$ cat src/rtl/adder_accum_pkg.sv
// Shared types and constants for the adder result accumulator.
package adder_accum_pkg;

    typedef enum logic [0:0] {
        ACCUM = 1'b0,
        DONE  = 1'b1
    } state_t;

    localparam int SAMPLE_W  = 9;
    localparam int DEF_BATCH = 8;
    localparam int DEF_ACC_W = 16;

    // Counter width for a given batch size, never narrower than one bit.
    function automatic int cnt_width(input int batch);
        if (batch > 1) begin
            return $clog2(batch);
        end else begin
            return 1;
        end
    endfunction

endpackage

$ cat src/rtl/adder_accum_8b_if.sv
// Input sample stream and output batch-result handshake of adder_accum_8b.
interface adder_accum_8b_if #(
    parameter int ACC_W = 16
);
    logic             in_valid;
    logic             in_ready;
    logic [7:0]       sum;
    logic             carry;
    logic             out_valid;
    logic             out_ready;
    logic [ACC_W-1:0] acc_out;
    logic             ovf;

    modport master (
        output in_valid, sum, carry, out_ready,
        input  in_ready, out_valid, acc_out, ovf
    );

    modport slave (
        input  in_valid, sum, carry, out_ready,
        output in_ready, out_valid, acc_out, ovf
    );
endinterface

$ cat src/rtl/adder_accum_8b_accum_add_sat.sv
// Combinational accumulator adder; wraps by default, clamps when
// ADDER_ACCUM_SATURATE_EN is defined.
module accum_add_sat #(
    parameter int ACC_W = 16
) (
    input  logic [ACC_W-1:0] acc,
    input  logic [ACC_W-1:0] sample,
    output logic [ACC_W-1:0] acc_next,
    output logic             ovf
);

    logic [ACC_W:0] raw_s;

    assign raw_s = {1'b0, acc} + {1'b0, sample};

    // Select the wrapped or clamped result and flag the carry out.
    always_comb begin
        ovf = raw_s[ACC_W];
`ifdef ADDER_ACCUM_SATURATE_EN
        if (raw_s[ACC_W]) begin
            acc_next = {ACC_W{1'b1}};
        end else begin
            acc_next = raw_s[ACC_W-1:0];
        end
`else
        acc_next = raw_s[ACC_W-1:0];
`endif
    end

endmodule

$ cat src/rtl/adder_accum_8b.sv
// Accumulates BATCH {carry,sum} samples and presents the total on a
// valid/ready output. Overflow mode is chosen by ADDER_ACCUM_SATURATE_EN.
module adder_accum_8b
    import adder_accum_pkg::*;
#(
    parameter int BATCH = DEF_BATCH,
    parameter int ACC_W = DEF_ACC_W
) (
    input logic              clk,
    input logic              rst_n,
    input logic              clear,
    adder_accum_8b_if.slave  bus
);

    localparam int               CNT_W = cnt_width(BATCH);
    localparam logic [CNT_W-1:0] LAST  = CNT_W'(BATCH - 1);

    state_t           state_r;
    state_t           state_nx_s;
    logic [ACC_W-1:0] acc_r;
    logic [ACC_W-1:0] acc_nx_s;
    logic [CNT_W-1:0] cnt_r;
    logic [CNT_W-1:0] cnt_nx_s;
    logic             ovf_r;
    logic             ovf_nx_s;
    logic             in_ready_r;
    logic             out_valid_r;
    logic             beat_s;
    logic             last_s;
    logic [ACC_W-1:0] sample_s;
    logic [ACC_W-1:0] add_sum_s;
    logic             add_ovf_s;

    assign beat_s   = bus.in_valid & in_ready_r;
    assign last_s   = (cnt_r == LAST);
    assign sample_s = {{(ACC_W - SAMPLE_W){1'b0}}, bus.carry, bus.sum};

    accum_add_sat #(.ACC_W(ACC_W)) u_add (
        .acc      (acc_r),
        .sample   (sample_s),
        .acc_next (add_sum_s),
        .ovf      (add_ovf_s)
    );

    // Next-state decode; clear overrides every handshake.
    always_comb begin
        state_nx_s = state_r;
        if (clear) begin
            state_nx_s = ACCUM;
        end else begin
            case (state_r)
                ACCUM: begin
                    if (beat_s && last_s) begin
                        state_nx_s = DONE;
                    end else begin
                        state_nx_s = ACCUM;
                    end
                end
                DONE: begin
                    if (bus.out_ready) begin
                        state_nx_s = ACCUM;
                    end else begin
                        state_nx_s = DONE;
                    end
                end
                default: state_nx_s = ACCUM;
            endcase
        end
    end

    // Accumulator, counter and sticky overflow update.
    always_comb begin
        acc_nx_s = acc_r;
        cnt_nx_s = cnt_r;
        ovf_nx_s = ovf_r;
        if (clear) begin
            acc_nx_s = {ACC_W{1'b0}};
            cnt_nx_s = {CNT_W{1'b0}};
            ovf_nx_s = 1'b0;
        end else begin
            case (state_r)
                ACCUM: begin
                    if (beat_s) begin
                        acc_nx_s = add_sum_s;
                        ovf_nx_s = ovf_r | add_ovf_s;
                        if (last_s) begin
                            cnt_nx_s = {CNT_W{1'b0}};
                        end else begin
                            cnt_nx_s = cnt_r + CNT_W'(1);
                        end
                    end else begin
                        acc_nx_s = acc_r;
                    end
                end
                DONE: begin
                    if (bus.out_ready) begin
                        acc_nx_s = {ACC_W{1'b0}};
                        cnt_nx_s = {CNT_W{1'b0}};
                        ovf_nx_s = 1'b0;
                    end else begin
                        acc_nx_s = acc_r;
                    end
                end
                default: begin
                    acc_nx_s = {ACC_W{1'b0}};
                    cnt_nx_s = {CNT_W{1'b0}};
                    ovf_nx_s = 1'b0;
                end
            endcase
        end
    end

    // State and datapath registers; handshake flags are registered from next state.
    always_ff @(posedge clk or negedge rst_n) begin
        if (!rst_n) begin
            state_r     <= ACCUM;
            acc_r       <= {ACC_W{1'b0}};
            cnt_r       <= {CNT_W{1'b0}};
            ovf_r       <= 1'b0;
            in_ready_r  <= 1'b1;
            out_valid_r <= 1'b0;
        end else begin
            state_r     <= state_nx_s;
            acc_r       <= acc_nx_s;
            cnt_r       <= cnt_nx_s;
            ovf_r       <= ovf_nx_s;
            in_ready_r  <= (state_nx_s == ACCUM);
            out_valid_r <= (state_nx_s == DONE);
        end
    end

    assign bus.in_ready  = in_ready_r;
    assign bus.out_valid = out_valid_r;
    assign bus.acc_out   = acc_r;
    assign bus.ovf       = ovf_r;

endmodule

$ cat src/flat_wrapper.sv
// flat-port wrapper written by rule: the top's interface ports become plain ports
module adder_accum_8b_flat import adder_accum_pkg::*;
#(
    parameter int BATCH = DEF_BATCH,
    parameter int ACC_W = DEF_ACC_W
)
  (clk, rst_n, clear, bus_in_valid, bus_sum, bus_carry, bus_out_ready, bus_in_ready, bus_out_valid, bus_acc_out, bus_ovf);
  adder_accum_8b_if #(.ACC_W(ACC_W)) bus_i ();
  input logic clk;
  input logic rst_n;
  input logic clear;
  input wire logic [$bits(bus_i.in_valid)-1:0] bus_in_valid;
  input wire logic [$bits(bus_i.sum)-1:0] bus_sum;
  input wire logic [$bits(bus_i.carry)-1:0] bus_carry;
  input wire logic [$bits(bus_i.out_ready)-1:0] bus_out_ready;
  output wire logic [$bits(bus_i.in_ready)-1:0] bus_in_ready;
  output wire logic [$bits(bus_i.out_valid)-1:0] bus_out_valid;
  output wire logic [$bits(bus_i.acc_out)-1:0] bus_acc_out;
  output wire logic [$bits(bus_i.ovf)-1:0] bus_ovf;
  assign bus_i.in_valid = bus_in_valid;
  assign bus_i.sum = bus_sum;
  assign bus_i.carry = bus_carry;
  assign bus_i.out_ready = bus_out_ready;
  assign bus_in_ready = bus_i.in_ready;
  assign bus_out_valid = bus_i.out_valid;
  assign bus_acc_out = bus_i.acc_out;
  assign bus_ovf = bus_i.ovf;
  adder_accum_8b #(.BATCH(BATCH), .ACC_W(ACC_W)) u_core (.clk(clk), .rst_n(rst_n), .clear(clear), .bus(bus_i));
endmodule
$ cat config.mk
export PLATFORM = sky130hd
export DESIGN_NAME = adder_accum_8b_flat
export DESIGN_NICKNAME = d
export VERILOG_FILES = /design/src/rtl/adder_accum_pkg.sv /design/src/rtl/adder_accum_8b_if.sv /design/src/rtl/adder_accum_8b_accum_add_sat.sv /design/src/rtl/adder_accum_8b.sv /design/src/flat_wrapper.sv
export SDC_FILE = /design/constraint.sdc
export NUM_CORES = 1
export LEC_CHECK = 0
export ABC_AREA = 1
export CAP_MARGIN = 20
export CORE_MARGIN = 2
export CORE_UTILIZATION = 25
export CTS_CLUSTER_DIAMETER = 120
export DETAILED_ROUTE_END_ITERATION = 8
export HOLD_SLACK_MARGIN = 0.06
export SETUP_SLACK_MARGIN = 0.3
export SYNTH_ARGS = -nofsm -noshare
export SYNTH_HDL_FRONTEND = slang
export SYNTH_SLANG_ARGS = --single-unit
$ cat constraint.sdc
create_clock -name clk -period 3.4 [get_ports clk]
set_input_delay 1.02 -clock clk [delete_from_list [all_inputs] [get_ports clk]]
set_output_delay 1.02 -clock clk [all_outputs]
set_load 0.01 [all_outputs]
==> impl_metrics.yaml, run 1 <==
status:
  status: "finished clean"
die:
  start_util: 0.257
  die_h_microns: 81.8
  die_area_sq_um: 6690
  std_cell_rows: 28
  die_w_microns: 81.8
  core_area_sq_um: 5890
  pin_count: 33
route:
  wl_per_cell_microns: 11.4
  finalWirelength_mm: 3.68
  vias: 1434
  antenna_left: 0
  detail_route.first_pass.iterations: 4
  drcViolationCount: 0
  drt_iter0_markers: 54
  vias_per_cell: 4.43
grt:
  grt_max_degree: 23
  antenna_found_initial: 0
  grt.total_usage: 0.115
  grt_pass1_vias: 1288
  grt_overflow_total: 0
  grt_pass1_wl_mm: 5.95
clock_tree:
  worstSkewPairLatency_ns: 0.27
  cts-resized-gates: 0
  clk_path_buf_depth: 2
  cts_hold_buf: 0
  clockRootBuffer: "clkbuf_8"
  cts_sinks: 22
  cts_max_level: 1
  cts_buffers: 3
  clkTransAtPathRegs_ns: 0.09
  cts_tree: "yes"
  cts_setup_buffers: 0
place:
  pre_cts_slack_ns: 0.597
  port_buffers: 32
  place.gp.congestion: 0.794
  place_hpwl_mm: 2.77
  dp_cells: 320
setup_path:
  worstPathRequired_ns: 3.56
  worstSetupStartpointType: "input port"
  critPathMaxFanout: 3
  reg2reg_to: "u_core.bus.acc_out[11]"
  critical_path_class: "input port to register"
  worst_r2r_path_depth: 7
  rrSetupSlack_ns: 1.66
  cp-end-kind: "register"
  critPathArrivalTime_ns: 2.69
  regToRegStartpoint: "u_core.bus.acc_out[2]"
power:
  power_uw: 778
  powerDensity_nw_per_um2: 389
  irDropWorstVdd_mv: 0.225
  leakagePower_uw: 0.000975
synthesis:
  synth_area_leader_cell: "dfrtp_1"
  ys_seq_area_frac: 0.364
  async_flop_share: 1.00
  avgSynthCellArea_sq_um: 7.11
  synth_ff_type: "dfrtp_1"
  synth_area_sq_um: 1510
  ys.warnings.count: 0
  synth.area.top_cells: "dfrtp_1, nand2_1, ha_1"
  synth_top_area_frac: 0.347
  synth_seq_cells: 22
  synthCells: 213
  synth.most_common_cell: "nand2_1"
  synth_fp_nets: 239
  ys_types: 26
  synth_common_cells: "nand2_1, inv_1, nor2_1, dfrtp_1, nand3_1"
  synth_edf_count: 0
min_path:
  min_from: "u_core.cnt_r[1]"
  holdPathEnd: "u_core.cnt_r[1]"
  min_path_cells: 1
  hp-class: "register to register"
timing:
  rsz0062_at_grt: "false"
  hold_viol_final: 0
  setup_violations: 0
  max_clock_freq_mhz: 396
  tightest_slew_ns: 0.299
  fin_crit_sh: 0.743
  min_period_ns: 2.53
  setup_tns_ns: 0
  slew_headroom: 0.801
  worst_slack_ns: 0.873
  clock_skew_ns: 0.00305
  slew_violations: 0
flow_run:
  drv_cap: 0
finish:
  fillers: 627
  area.growth.synth_to_final_pct: 32.2
  diodes: 0
  final_nets: 276
  layout-drive-gt1-share: 0.0643
  layoutNonFillerInstCount: 324
  multi_input_area_sq_um: 842
  seq_area_sq_um: 552
[power breakdown]
group	internal, uW	switching [uW]
Combinational	97.5	125
Clock	158	98.9
Sequential	280	18.7
[layer usage]
metal  global-route usage  share of wire
met3               0.0275          0.043
met4               0.0283         0.0046
met5                    0              0
met1                0.156           0.51
met2                0.185           0.44
[worst max-delay path by stage]
| stage | from | endpoint | slack, ns |
|---|---|---|---|
| finish | bus_sum[0] | u_core.bus.acc_out[6] | 0.87 |
| global route | bus_sum[0] | u_core.bus.acc_out[12] | 0.70 |
| CTS | bus_sum[0] | u_core.bus.acc_out[6] | 0.89 |
| detailed placement | bus_sum[0] | u_core.bus.acc_out[12] | 0.60 |
| global placement | bus_sum[0] | u_core.bus.acc_out[6] | 0.62 |
| floorplan | bus_sum[0] | u_core.bus.acc_out[6] | 1.19 |
[layout by cell type (no fill, tap or decap), types with 10 or more instances in the layout]
cell	Yosys	final
nand2_1	65	65
clkdlybuf4s50_1	0	32
inv_1	29	29
nor2_1	24	24
dfrtp_1	21	21
nand3_1	18	18
a21oi_1	11	11
ha_1	11	11
o21ai_0	10	10
[sequential cells by signal (all words and copies together) (netlist names)]
name                 cells
u_core.bus.acc_out      16
u_core.cnt_r             3
u_core.bus.in_ready      1
u_core.bus.ovf           1
u_core.state_r           1
[stage by stage]
stage | hold WS [ns] | cell area (sq um) | utilization
after floorplan | 0.467 | 1510 | -
after global placement | 0.486 | 1930 | 0.328
after detailed placement | 0.489 | 1930 | 0.328
after CTS | 0.513 | 2000 | 0.340
after global routing | 0.525 | 2000 | 0.340
final | 0.509 | 2000 | 0.340
[worst max-delay path, stage by stage]
cell             delay, ns
clkdlybuf4s50_1       0.47
ha_1                  0.19
inv_1                 0.06
fa_1                  0.38
nor2_1                0.14
nor2_1                0.08
o21ai_1               0.17
nand2_1               0.07
nand2_1               0.05
o21ai_0               0.06
[logic make-up after synthesis]
| kind of cell | share of synthesized area |
|---|---|
| adders and majority gates | 0.104 |
| DFF | 0.364 |
| and+or+nand+nor | 0.335 |
| AOI/OAI and AO/OA | 0.106 |
| buffers and inverters | 0.0793 |
| xor gates and xnor gates | 0.0116 |
[layout make-up]
cell class | instances | share of cell area
clock buffers | 3 | 0.0206
clock inverters | 1 | 0.0150
inverters | 30 | 0.0575
multi-input cells | 160 | 0.421
flip-flops and latches | 22 | 0.276
well taps | 75 | 0.0469
repair buffers | 33 | 0.164
Power figures use the tool's default switching activity.
==> run 2: changes to the inputs <==
- clock period: 3.4 -> 2.1 ns (I/O delays scaled with it)
==> impl_metrics.yaml, run 2 (synthesis gave the netlist of run 1 again) <==
clock_tree:
  cts_max_level: 1
  cts_buffers: 3
  clockRootBuffer: "clkbuf_8"
  clkTransAtPathRegs_ns: 0.08
  cts_tree: "yes"
  cts_sinks: 22
  worstSkewPairLatency_ns: 0.27
  cts_hold_buf: 0
  clk_path_buf_depth: 2
timing:
  fin_crit_sh: 0.817
  slew_headroom: 0.799
  holdWs_ns: 0.506
  slew_violations: 0
  max_clock_freq_mhz: 583
  clock_skew_ns: 0.00990
  hold_viol_final: 0
  setup_violations: 0
  tightest_slew_ns: 0.302
  min_period_ns: 1.72
  rsz0062_at_grt: "true"
setup_path:
  rrSetupSlack_ns: 0.49
  cp_cell_sequence: "dlygate4sd2_1"
  critical_path_class: "register to output pin"
  cp-end-kind: "output pin"
  worstSetupStartpointType: "register"
  regToRegStartpoint: "u_core.bus.acc_out[5]"
  worst_r2r_path_depth: 10
  slowest_stage: "dfstp_2"
  cp_num_cells: 1
  critPathArrivalTime_ns: 1.09
  max_stage_delay_ns: 0.56
  reg2reg_to: "u_core.bus.acc_out[8]"
  endpoint: "bus_in_ready"
  critPathMaxFanout: 3
  crit_family: "flip-flops"
  path_buf_inv: 1
  worstPathRequired_ns: 1.47
  startpoint: "u_core.bus.in_ready"
grt:
  antenna_found_initial: 0
  grt_overflow_total: 0
  grt_pass1_wl_mm: 6.87
  grt_pass1_vias: 1563
  grt_max_degree: 23
  grt.total_usage: 0.133
finish:
  final_common_cell: "nand2_1"
  final_nets: 302
  final_cell_mix: "nand2_1, inv_1, buf_4"
  largest_reg_flops: 16
  area.growth.synth_to_final_pct: 58.3
  layout-drive-gt1-share: 0.309
  layoutNonFillerInstCount: 350
  diodes: 0
place:
  dp_cells: 335
  place_hpwl_mm: 2.85
  place.gp.congestion: 0.821
  port_buffers: 32
status:
  status: "finished clean"
route:
  wl_per_cell_microns: 11.2
  vias: 1544
  finalWirelength_mm: 3.94
  drt_iter0_markers: 33
  drcViolationCount: 0
  vias_per_cell: 4.41
  antenna_left: 0
  detail_route.first_pass.iterations: 4
die:
  die_w_microns: 81.8
  std_cell_rows: 28
  core_area_sq_um: 5890
  pin_count: 33
  die_area_sq_um: 6690
  die_h_microns: 81.8
  start_util: 0.257
power:
  leakagePower_uw: 0.00130
  irDropWorstVdd_mv: 0.284
  power_uw: 1330
  powerDensity_nw_per_um2: 554
min_path:
  hp-class: "register to register"
  min_from: "u_core.cnt_r[2]"
flow_run:
  drv_cap: 0
==> run 2: power breakdown <==
part           switching, uW  internal, uW  total [uW]
Combinational            263           264         527
Sequential              23.1           454         477
Clock                    156           167         323
Total                    442           885        1330
==> run 2: per-stage QoR <==
| stage | utilization | setup slack (ns) | cell area, sq um | setup TNS, ns |
|---|---|---|---|---|
| 2_1_floorplan | - | 0.321 | 1520 | 0 |
| 3_3_place_gp | 0.348 | -0.223 | 2050 | -1.83 |
| 3_5_place_dp | 0.348 | -0.235 | 2050 | -2.03 |
| 4_1_cts | 0.390 | 0.303 | 2290 | 0 |
| 5_1_grt | 0.407 | 0.289 | 2400 | 0 |
| 6_report | 0.407 | 0.384 | 2400 | 0 |
==> run 2: worst min-delay path by stage <==
stage | endpoint | slack [ns] | depth (start not counted)
2_1_floorplan | u_core.bus.acc_out[0] | 0.33 | 0
3_5_place_dp | u_core.cnt_r[1] | 0.49 | 1
5_1_grt | u_core.cnt_r[2] | 0.52 | 1
3_3_place_gp | u_core.cnt_r[2] | 0.49 | 1
6_report | u_core.cnt_r[2] | 0.51 | 1
4_1_cts | u_core.cnt_r[2] | 0.51 | 1
==> run 2: cell type report <==
cell class | instances | area, sq um
flip-flops and latches | 22 | 556
multi-input cells | 160 | 1070
repair buffers | 59 | 510
fillers | 632 | 3490
clock buffers | 4 | 55.1
inverters | 30 | 115
well taps | 75 | 93.8
==> run 2: per-layer routing <==
layer	global-route usage	wire length (microns)	vias up	share of wire
li1	-	-	805	-
met1	0.171	1810	707	0.46
met2	0.227	1910	30	0.48
met3	0.0286	193	2	0.049
met4	0.0300	23	0	0.0058
met5	0	0	-	0
==> run 2: timing repair <==
item / in CTS / in global routing
hold endpoints to repair: 0 / 0
setup endpoints to repair: 33 / 18
resized for setup: 47 / 31
pin swaps: 11 / 7
setup buffers: 11 / 0
==> run 3: changes to the inputs <==
- clock period: 2.1 -> 1.7 ns (I/O delays scaled with it)
==> impl_metrics.yaml, run 3 (synthesis gave the netlist of run 1 again) <==
min_path:
  hp-class: "register to register"
  holdPathEnd: "u_core.cnt_r[1]"
  min_from: "u_core.cnt_r[1]"
  min_path_cells: 1
route:
  vias_per_cell: 4.55
  vias: 1756
  detail_route.first_pass.iterations: 4
  drcViolationCount: 0
  drt_iter0_markers: 76
  finalWirelength_mm: 4.87
  wl_per_cell_microns: 12.6
  antenna_left: 0
power:
  leakagePower_uw: 0.00148
  p_sw_uw: 706
  irDropWorstVdd_mv: 0.331
  power.internal_uw: 1410
  p_seq_frac: 0.277
  powerDensity_nw_per_um2: 706
  pwr-share-clk: 0.248
  switching_share: 0.334
  power_uw: 2110
  combPwrFrac: 0.475
setup_path:
  regToRegStartpoint: "u_core.bus.acc_out[0]"
  slowest_stage: "fa_2"
  critPathMaxFanout: 2
  worst_r2r_path_depth: 10
  startpoint: "bus_sum[0]"
  critical_path_class: "input port to register"
  crit_family: "adder cells"
  cp-end-kind: "register"
  cp_cell_sequence: "dlygate4sd2_1 -> ha_4 -> inv_2 -> fa_2 -> nor2_2 -> nor2_2 -> o21ai_1 -> nand2_1 -> nand2_1 -> o21ai_1"
  reg2reg_to: "u_core.bus.acc_out[6]"
  critPathArrivalTime_ns: 1.87
  worstPathRequired_ns: 1.88
  max_stage_delay_ns: 0.38
  worstSetupStartpointType: "input port"
  rrSetupSlack_ns: 0.009
  path_buf_inv: 2
die:
  die_area_sq_um: 6690
  start_util: 0.257
  std_cell_rows: 28
  pin_count: 33
  die_h_microns: 81.8
  die_w_microns: 81.8
  core_area_sq_um: 5890
clock_tree:
  clkTransAtPathRegs_ns: 0.10
  worstSkewPairLatency_ns: 0.28
  cts_max_level: 1
  cts_buffers: 3
  clk_path_buf_depth: 2
  cts_tree: "yes"
  clockRootBuffer: "clkbuf_8"
  cts_sinks: 22
  cts_hold_buf: 0
timing:
  max_clock_freq_mhz: 591
  holdWs_ns: 0.513
  min_period_ns: 1.69
  hold_viol_final: 0
  slew_headroom: 0.789
  rsz0062_at_grt: "true"
  worst_slack_ns: 0.00908
  tightest_slew_ns: 0.313
  setup_violations: 0
  clock_skew_ns: 0.00872
  slew_violations: 0
  fin_crit_sh: 0.995
grt:
  grt_overflow_total: 0
  grt_pass1_wl_mm: 7.61
  grt.total_usage: 0.147
  grt_max_degree: 23
  antenna_found_initial: 0
  grt_pass1_vias: 1683
finish:
  final_common_cell: "nand2_1"
  largest_reg_flops: 16
  layout-drive-gt1-share: 0.572
  area.growth.synth_to_final_pct: 97.9
  final_cell_mix: "nand2_1, buf_6, buf_4"
  diodes: 0
  final_nets: 338
  layoutNonFillerInstCount: 386
place:
  dp_cells: 341
  place.gp.congestion: 0.826
  pre_cts_slack_ns: -0.515
  place_hpwl_mm: 3.11
  port_buffers: 32
flow_run:
  drv_cap: 0
status:
  status: "finished clean"
## run 3: cell type report
class                   instances  area, sq um
clock buffers                   3         41.3
inverters                      30          115
multi-input cells             160         1310
flip-flops and latches         22          552
repair buffers                 95          852
well taps                      75         93.8
clock inverters                 1         30.0
fillers                       562         2890
## run 3: worst max-delay path by stage
stage          depth (start not counted)                     end  slack [ns]
2_1_floorplan                          9   u_core.bus.acc_out[6]        0.08
3_3_place_gp                          10   u_core.bus.acc_out[6]       -0.52
3_5_place_dp                          10  u_core.bus.acc_out[12]       -0.51
4_1_cts                               10   u_core.bus.acc_out[6]        0.08
5_1_grt                               11  u_core.bus.acc_out[12]       -0.07
6_report                              10   u_core.bus.acc_out[6]       0.009
## run 3: per-layer routing
metal / track usage / vias up / routed length, microns
met2: 0.255 / 37 / 2540
li1: - / 882 / -
met3: 0.0209 / 7 / 199
met4: 0.0400 / 0 / 60
met1: 0.191 / 830 / 2060
met5: 0 / - / 0
## run 3: power by group through the flow
stage	logic (uW)	clock network (uW)	registers, uW
3_5_place_dp	614	0	617
2_1_floorplan	333	0	630
6_report	1000	524	587
4_1_cts	842	537	581
3_3_place_gp	606	0	616
5_1_grt	1080	557	591
## run 3: stage by stage
stage	area, sq um	util	setup TNS, ns
6_report	3000	0.509	0
3_3_place_gp	2260	0.383	-6.35
2_1_floorplan	1680	-	0
5_1_grt	3000	0.509	-0.256
4_1_cts	2710	0.461	0
3_5_place_dp	2260	0.383	-6.58
## run 3: what timing repair did
action                     in CTS  in global routing
cloned                          0                  0
buffers inserted               30                 11
pin swaps                      33                 35
gates resized for setup       144                 67
setup endpoints to repair      39                 30
